--- src/rtl/crc_scan_seq_if.sv ---
// crc_scan_seq_if: control, memory-read and CRC-qualifier signals of the scan sequencer.
interface crc_scan_seq_if #(
    parameter int ADDR_W = 10
);
    logic              crc_start;
    logic              crc_abort;
    logic              crc_hold;
    logic [ADDR_W-1:0] start_addr;
    logic [ADDR_W-1:0] end_addr;
    logic [ADDR_W-1:0] mem_addr_out;
    logic              mem_rd_en;
    logic              crc_init;
    logic              crc_en;
    logic              crc_done;
    logic              crc_rdy;
    logic              busy;
    logic [ADDR_W:0]   word_cnt;

    modport master (
        output crc_start, crc_abort, crc_hold, start_addr, end_addr,
        input  mem_addr_out, mem_rd_en, crc_init, crc_en, crc_done, crc_rdy, busy, word_cnt
    );

    modport slave (
        input  crc_start, crc_abort, crc_hold, start_addr, end_addr,
        output mem_addr_out, mem_rd_en, crc_init, crc_en, crc_done, crc_rdy, busy, word_cnt
    );
endinterface

--- src/rtl/crc_scan_seq.sv ---
// crc_scan_seq: streams a wrapping address range out of a synchronous memory and
// qualifies the returned words to the CRC calculator, tracking the read latency.
module crc_scan_seq #(
    parameter int ADDR_W = 10,
    parameter int RD_LAT = 2
) (
    input logic           clk50m,
    input logic           rst_n,
    crc_scan_seq_if.slave bus
);
    typedef enum logic [2:0] {IDLE, INIT, ISSUE, DRAIN, DONE} state_t;

    state_t            state_q, state_d;
    logic [ADDR_W-1:0] addr_q, addr_d, mem_addr_q, mem_addr_d;
    logic [ADDR_W:0]   rem_q, rem_d, cnt_q, cnt_d;
    logic [RD_LAT-1:0] pipe_q, pipe_d;
    logic [RD_LAT:0]   flight;
    logic              rd_en_q, rd_en_d, init_q, done_q, rdy_q, busy_q;
    logic              accept, pending;

    // flight[0] is the read issued this cycle, flight[RD_LAT] the word returning now
    assign flight  = {pipe_q, rd_en_q};
    assign pending = |flight[RD_LAT-1:0];
    assign accept  = (state_q == IDLE || state_q == DONE) && bus.crc_start;

    always_comb begin
        state_d = state_q;
        addr_d  = addr_q;
        rem_d   = rem_q;
        cnt_d   = cnt_q + {{ADDR_W{1'b0}}, pipe_q[RD_LAT-1]};
        rd_en_d = 1'b0;
        if (bus.crc_abort) begin
            state_d = IDLE;
        end else if (accept) begin
            state_d = INIT;
            addr_d  = bus.start_addr;
            rem_d   = {1'b0, bus.end_addr - bus.start_addr} + 1'b1;
            cnt_d   = '0;
        end else if (state_q == INIT || state_q == ISSUE) begin
            state_d = (|rem_q) ? ISSUE : DRAIN;
            rd_en_d = (|rem_q) && !(state_q == ISSUE && bus.crc_hold);
        end else if (state_q == DRAIN && !pending) begin
            state_d = DONE;
        end
        if (rd_en_d) begin
            addr_d = addr_q + 1'b1;
            rem_d  = rem_q - 1'b1;
        end
        mem_addr_d = bus.crc_abort ? '0 : rd_en_d ? addr_q : mem_addr_q;
        pipe_d     = bus.crc_abort ? '0 : flight[RD_LAT-1:0];
    end

    always_ff @(posedge clk50m or negedge rst_n) begin
        if (!rst_n) begin
            state_q    <= IDLE;
            addr_q     <= '0;
            rem_q      <= '0;
            cnt_q      <= '0;
            mem_addr_q <= '0;
            pipe_q     <= '0;
            rd_en_q    <= 1'b0;
            init_q     <= 1'b0;
            done_q     <= 1'b0;
            rdy_q      <= 1'b0;
            busy_q     <= 1'b0;
        end else begin
            state_q    <= state_d;
            addr_q     <= addr_d;
            rem_q      <= rem_d;
            cnt_q      <= cnt_d;
            mem_addr_q <= mem_addr_d;
            pipe_q     <= pipe_d;
            rd_en_q    <= rd_en_d;
            init_q     <= state_d == INIT;
            done_q     <= state_d == DONE && state_q != DONE;
            rdy_q      <= state_d == DONE;
            busy_q     <= state_d == INIT || state_d == ISSUE || state_d == DRAIN;
        end
    end

    assign bus.mem_addr_out = mem_addr_q;
    assign bus.mem_rd_en    = rd_en_q;
    assign bus.crc_init     = init_q;
    assign bus.crc_en       = pipe_q[RD_LAT-1];
    assign bus.crc_done     = done_q;
    assign bus.crc_rdy      = rdy_q;
    assign bus.busy         = busy_q;
    assign bus.word_cnt     = cnt_q;
endmodule

--- src/flat_wrapper.sv ---
// flat-port wrapper written by rule: the top's interface ports become plain ports
module crc_scan_seq_flat 
#(
    parameter int ADDR_W = 10,
    parameter int RD_LAT = 2
)
  (clk50m, rst_n, bus_crc_start, bus_crc_abort, bus_crc_hold, bus_start_addr, bus_end_addr, bus_mem_addr_out, bus_mem_rd_en, bus_crc_init, bus_crc_en, bus_crc_done, bus_crc_rdy, bus_busy, bus_word_cnt);
  crc_scan_seq_if #(.ADDR_W(ADDR_W)) bus_i ();
  input logic clk50m;
  input logic rst_n;
  input wire logic [$bits(bus_i.crc_start)-1:0] bus_crc_start;
  input wire logic [$bits(bus_i.crc_abort)-1:0] bus_crc_abort;
  input wire logic [$bits(bus_i.crc_hold)-1:0] bus_crc_hold;
  input wire logic [$bits(bus_i.start_addr)-1:0] bus_start_addr;
  input wire logic [$bits(bus_i.end_addr)-1:0] bus_end_addr;
  output wire logic [$bits(bus_i.mem_addr_out)-1:0] bus_mem_addr_out;
  output wire logic [$bits(bus_i.mem_rd_en)-1:0] bus_mem_rd_en;
  output wire logic [$bits(bus_i.crc_init)-1:0] bus_crc_init;
  output wire logic [$bits(bus_i.crc_en)-1:0] bus_crc_en;
  output wire logic [$bits(bus_i.crc_done)-1:0] bus_crc_done;
  output wire logic [$bits(bus_i.crc_rdy)-1:0] bus_crc_rdy;
  output wire logic [$bits(bus_i.busy)-1:0] bus_busy;
  output wire logic [$bits(bus_i.word_cnt)-1:0] bus_word_cnt;
  assign bus_i.crc_start = bus_crc_start;
  assign bus_i.crc_abort = bus_crc_abort;
  assign bus_i.crc_hold = bus_crc_hold;
  assign bus_i.start_addr = bus_start_addr;
  assign bus_i.end_addr = bus_end_addr;
  assign bus_mem_addr_out = bus_i.mem_addr_out;
  assign bus_mem_rd_en = bus_i.mem_rd_en;
  assign bus_crc_init = bus_i.crc_init;
  assign bus_crc_en = bus_i.crc_en;
  assign bus_crc_done = bus_i.crc_done;
  assign bus_crc_rdy = bus_i.crc_rdy;
  assign bus_busy = bus_i.busy;
  assign bus_word_cnt = bus_i.word_cnt;
  crc_scan_seq #(.ADDR_W(ADDR_W), .RD_LAT(RD_LAT)) u_core (.clk50m(clk50m), .rst_n(rst_n), .bus(bus_i));
endmodule
--- config.mk ---
export PLATFORM = sky130hd
export DESIGN_NAME = crc_scan_seq_flat
export DESIGN_NICKNAME = d
export VERILOG_FILES = /design/src/rtl/crc_scan_seq_if.sv /design/src/rtl/crc_scan_seq.sv /design/src/flat_wrapper.sv
export SDC_FILE = /design/constraint.sdc
export NUM_CORES = 1
export LEC_CHECK = 0
export ABC_AREA = 1
export CAP_MARGIN = 40
export CORE_UTILIZATION = 30
export DETAILED_ROUTE_END_ITERATION = 16
export SLEW_MARGIN = 5
export SYNTH_ARGS = -nofsm -noshare
export SYNTH_HDL_FRONTEND = slang
export SYNTH_SLANG_ARGS = --single-unit
--- constraint.sdc ---
create_clock -name clk50m -period 2.1 [get_ports clk50m]
set_input_delay 0.315 -clock clk50m [delete_from_list [all_inputs] [get_ports clk50m]]
set_output_delay 0.315 -clock clk50m [all_outputs]
set_load 0.01 [all_outputs]
==> impl_metrics.sql, run 1 <==
INSERT INTO impl_metrics (metric_group, metric, value, unit) VALUES
('sta', 'slew-limit-headroom', '0.561', ''),
('floorplanning', 'placementRows', '38', ''),
('power_and_ir_drop', 'power.share.sequential', '0.409', ''),
('critical_path', 'cp_max_fo', '3', ''),
('sta', 'finalWorstSetupSlack', '91.6', 'ps'),
('clock_tree', 'cts-hold-fix-buffers', '0', ''),
('logic_synthesis', 'postSynthCellCount', '445', ''),
('placed_design', 'hpwl', '6170', 'um'),
('critical_path', 'arrival', '2260', 'ps'),
('sta', 'finClkSkew', '5.47', 'ps'),
('placed_design', 'portBuffers', '51', ''),
('clock_tree', 'tritoncts', 'yes', ''),
('route', 'post-route-drc-count', '0', ''),
('global_routing', 'global_route.usage.total', '0.149', ''),
('power_and_ir_drop', 'power_per_cell_area', '805', 'nW/um2'),
('critical_path', 'crit_end_element', 'flop', ''),
('sta', 'holdWs', '126', 'ps'),
('floorplanning', 'design.die.area', '11500', 'um2'),
('logic_synthesis', 'synth_top_cell_area_share', '0.391', ''),
('logic_synthesis', 'synth_edf_count', '0', ''),
('critical_path', 'crit_required', '2350', 'ps'),
('power_and_ir_drop', 'p_switching', '1.34', 'mW'),
('global_routing', 'number_of_global_route_vias_before_repair', '3035', ''),
('global_routing', 'grt_remaining_overflow', '0', ''),
('power_and_ir_drop', 'cellInternalPower', '2.22', 'mW'),
('floorplanning', 'die_w', '107', 'um'),
('placed_design', 'preCtsSetupSlack', '-507', 'ps'),
('power_and_ir_drop', 'power_switching_share', '0.377', ''),
('logic_synthesis', 'synth_cell_type_count', '38', ''),
('logic_synthesis', 'post-synth-top-area-cell', 'sky130_fd_sc_hd__dfrtp_1', ''),
('logic_synthesis', 'synth-main-ff-cell', 'sky130_fd_sc_hd__dfrtp_1', ''),
('placed_design', 'placedCellCount', '661', ''),
('clock_tree', 'cts_num_sinks', '52', ''),
('cells_and_area', 'nNetsFinal', '570', ''),
('logic_synthesis', 'synth_common_cells', 'sky130_fd_sc_hd__nand2_1 (99), sky130_fd_sc_hd__inv_1 (79), sky130_fd_sc_hd__dfrtp_1 (52)', ''),
('sta', 'hold_viol_final', '0', ''),
('logic_synthesis', 'yosys_warnings', '0', ''),
('sta', 'worstMarginPinSlew', '658', 'ps'),
('route', 'postRouteAntennaNets', '0', ''),
('logic_synthesis', 'yosysMostFrequentCell', 'sky130_fd_sc_hd__nand2_1', ''),
('clock_tree', 'clock_h_tree_levels', '2', ''),
('route', 'firstDrtPassIters', '4', ''),
('cells_and_area', 'area_of_all_placed_cells_without_fillers', '4420', 'um2'),
('clock_tree', 'clkLatencyLatePin', '310', 'ps'),
('critical_path', 'critPathKind', 'in -> reg', ''),
('floorplanning', 'number_of_ports_placed_on_the_die_boundary', '52', ''),
('outcome', 'outcome', 'finished, final reports clean', ''),
('sta', 'count_of_pins_over_their_slew_limit', '0', ''),
('critical_path', 'cp_startpoint_kind', 'input port', ''),
('logic_synthesis', 'synth-seq-cells', '52', ''),
('cells_and_area', 'n_fill_cell', '1129', ''),
('placed_design', 'gp_routability_congestion', '0.856', ''),
('sta', 'totalNegativeSetupSlack', '0', 'ps'),
('global_routing', 'wire_length_of_the_first_global_routing_pass', '13700', 'um'),
('power_and_ir_drop', 'combPwrFrac', '0.398', ''),
('floorplanning', 'start_util', '0.307', ''),
('cells_and_area', 'seq_area', '1300', 'um2'),
('cells_and_area', 'multi_input_gate_area', '1750', 'um2'),
('clock_tree', 'cts_inserted_buffers', '5', ''),
('floorplanning', 'design.core.area', '10800', 'um2'),
('cells_and_area', 'post_route_cells_drive_above_1_share', '0.166', ''),
('logic_synthesis', 'async_flop_share', '1.00', ''),
('logic_synthesis', 'synthesis.area', '3330', 'um2'),
('sta', 'post-route-period-util', '0.956', ''),
('clock_tree', 'worst_setup_hold_path_clk_slew', '100', 'ps'),
('clock_tree', 'cts_max_path_buffers', '2', ''),
('cells_and_area', 'stdcell_count', '671', ''),
('min_path', 'worst_hold_path_type', 'in -> async', ''),
('cells_and_area', 'antenna_cells', '0', ''),
('sta', 'min_period', '2010', 'ps'),
('global_routing', 'grt_start_max_net_pins', '53', '');
==> sequential cells by signal, indices dropped and copies added (netlist names) <==
| register | count |
|---|---|
| u_core.bus.busy | 1 |
| u_core.bus.crc_init | 1 |
| u_core.rem_q | 11 |
| u_core.bus.word_cnt | 11 |
| u_core.bus.crc_done | 1 |
| u_core.state_q | 3 |
| u_core.bus.mem_rd_en | 1 |
| u_core.addr_q | 10 |
| u_core.pipe_q | 2 |
| u_core.bus.crc_rdy | 1 |
| u_core.bus.mem_addr_out | 10 |
==> routing by layer <==
metal / global-route usage / wire [um] / up-vias
met2: 0.261 / 3900 / 60
met1: 0.193 / 3930 / 1453
li1: - / - / 1593
met3: 0.0157 / 239 / 6
met5: 0 / 0 / -
met4: 0.0401 / 91 / 0
==> power groups by stage <==
stage | logic (mW) | registers [mW] | clock network (mW)
floorplan | 0.901 | 1.45 | 0
global placement | 1.35 | 1.46 | 0
detailed placement | 1.37 | 1.47 | 0
CTS | 1.39 | 1.45 | 0.698
global route | 1.59 | 1.50 | 0.745
finish | 1.42 | 1.46 | 0.688
==> logic make-up after synthesis <==
logic type / count (synthesis) / share of synthesized area
xor+xnor: 15 / 0.0395
simple gates: 205 / 0.276
compound gates: 67 / 0.120
fa+ha+maj: 15 / 0.0587
buf+inv: 91 / 0.115
flops: 52 / 0.391
==> placed cells by master, fill, tap and decap left out, types with 2 or more instances in the layout <==
cell type / Yosys / layout
sky130_fd_sc_hd__o21ai_1: 8 / 9
sky130_fd_sc_hd__dfrtp_1: 52 / 52
sky130_fd_sc_hd__ha_1: 14 / 9
sky130_fd_sc_hd__nor2_2: 2 / 8
sky130_fd_sc_hd__inv_2: 2 / 5
sky130_fd_sc_hd__nand4_1: 5 / 5
sky130_fd_sc_hd__clkdlybuf4s50_1: 0 / 45
sky130_fd_sc_hd__o221ai_1: 4 / 4
sky130_fd_sc_hd__o211ai_1: 2 / 2
sky130_fd_sc_hd__nand3_1: 45 / 41
sky130_fd_sc_hd__a22oi_1: 4 / 4
sky130_fd_sc_hd__nor3_1: 7 / 7
sky130_fd_sc_hd__nand2_1: 99 / 93
sky130_fd_sc_hd__a21oi_2: 1 / 2
sky130_fd_sc_hd__buf_4: 0 / 36
sky130_fd_sc_hd__o22ai_1: 2 / 2
sky130_fd_sc_hd__ha_4: 0 / 4
sky130_fd_sc_hd__nor2_1: 36 / 30
sky130_fd_sc_hd__or2_2: 3 / 3
sky130_fd_sc_hd__nand2_4: 2 / 2
sky130_fd_sc_hd__xor2_1: 15 / 15
sky130_fd_sc_hd__inv_1: 79 / 76
sky130_fd_sc_hd__dlymetal6s2s_1: 0 / 3
sky130_fd_sc_hd__nand3_2: 1 / 5
sky130_fd_sc_hd__nand2_2: 0 / 6
sky130_fd_sc_hd__clkbuf_8: 0 / 5
sky130_fd_sc_hd__a21oi_1: 18 / 17
sky130_fd_sc_hd__a31oi_1: 3 / 3
sky130_fd_sc_hd__o21ai_0: 20 / 19
==> worst paths after layout <==
path / end / cells past startpoint
worst max-delay path: u_core.rem_q[9] / 15
worst min-delay path: u_core.bus.word_cnt[3] / 2
worst max register to register: u_core.rem_q[8] / 11
worst min register to register: u_core.pipe_q[1] / 2
max in group asynchronous: u_core.bus.crc_rdy / 2
min in group clk50m: u_core.addr_q[0] / 4
==> repair_timing <==
| item | CTS | global route |
|---|---|---|
| cloned | 0 | 0 |
| setup buffers | 2 | 0 |
| pin swaps | 8 | 9 |
| endpoints found under the setup margin | 8 | 8 |
| resized for setup | 10 | 24 |
==> critical path, stage by stage <==
cell and delay [ps]:
sky130_fd_sc_hd__dlygate4sd2_1 230, sky130_fd_sc_hd__inv_1 60, sky130_fd_sc_hd__ha_2 170, sky130_fd_sc_hd__inv_2 40, sky130_fd_sc_hd__fa_2 530, sky130_fd_sc_hd__nand2_2 60, sky130_fd_sc_hd__nor2_2 100, sky130_fd_sc_hd__nand3_1 100
sky130_fd_sc_hd__nor2_2 160, sky130_fd_sc_hd__nand2_2 90, sky130_fd_sc_hd__nor2_2 110, sky130_fd_sc_hd__nand3_1 100, sky130_fd_sc_hd__nand3_1 90, sky130_fd_sc_hd__nand2_1 50, sky130_fd_sc_hd__nand2_1 60
==> through the flow <==
step / power (mW) / util
floorplan: 2.36 / -
global placement: 2.81 / 0.386
detailed placement: 2.84 / 0.386
CTS: 3.54 / 0.400
global route: 3.83 / 0.408
finish: 3.56 / 0.408
==> area by class of cell <==
| class | instances | share of cell area |
|---|---|---|
| Multi-Input combinational cell | 302 | 0.396 |
| Tap cell | 140 | 0.0396 |
| Clock inverter | 2 | 0.00792 |
| Sequential cell | 52 | 0.294 |
| Clock buffer | 6 | 0.0164 |
| Inverter | 82 | 0.0702 |
| Timing Repair Buffer | 87 | 0.176 |
Note: power is estimated with default switching activity, not from simulation.
==> run 2, diff against run 1 <==
--- a/config.mk
+++ b/config.mk
@@ -9,7 +9,6 @@
 export CAP_MARGIN = 40
 export CORE_UTILIZATION = 30
 export DETAILED_ROUTE_END_ITERATION = 16
-export SLEW_MARGIN = 5
 export SYNTH_ARGS = -nofsm -noshare
 export SYNTH_HDL_FRONTEND = slang
 export SYNTH_SLANG_ARGS = --single-unit
==> results of run 2 <==
Same layout as run 1: the final DEF is identical, and so are final timing and power.
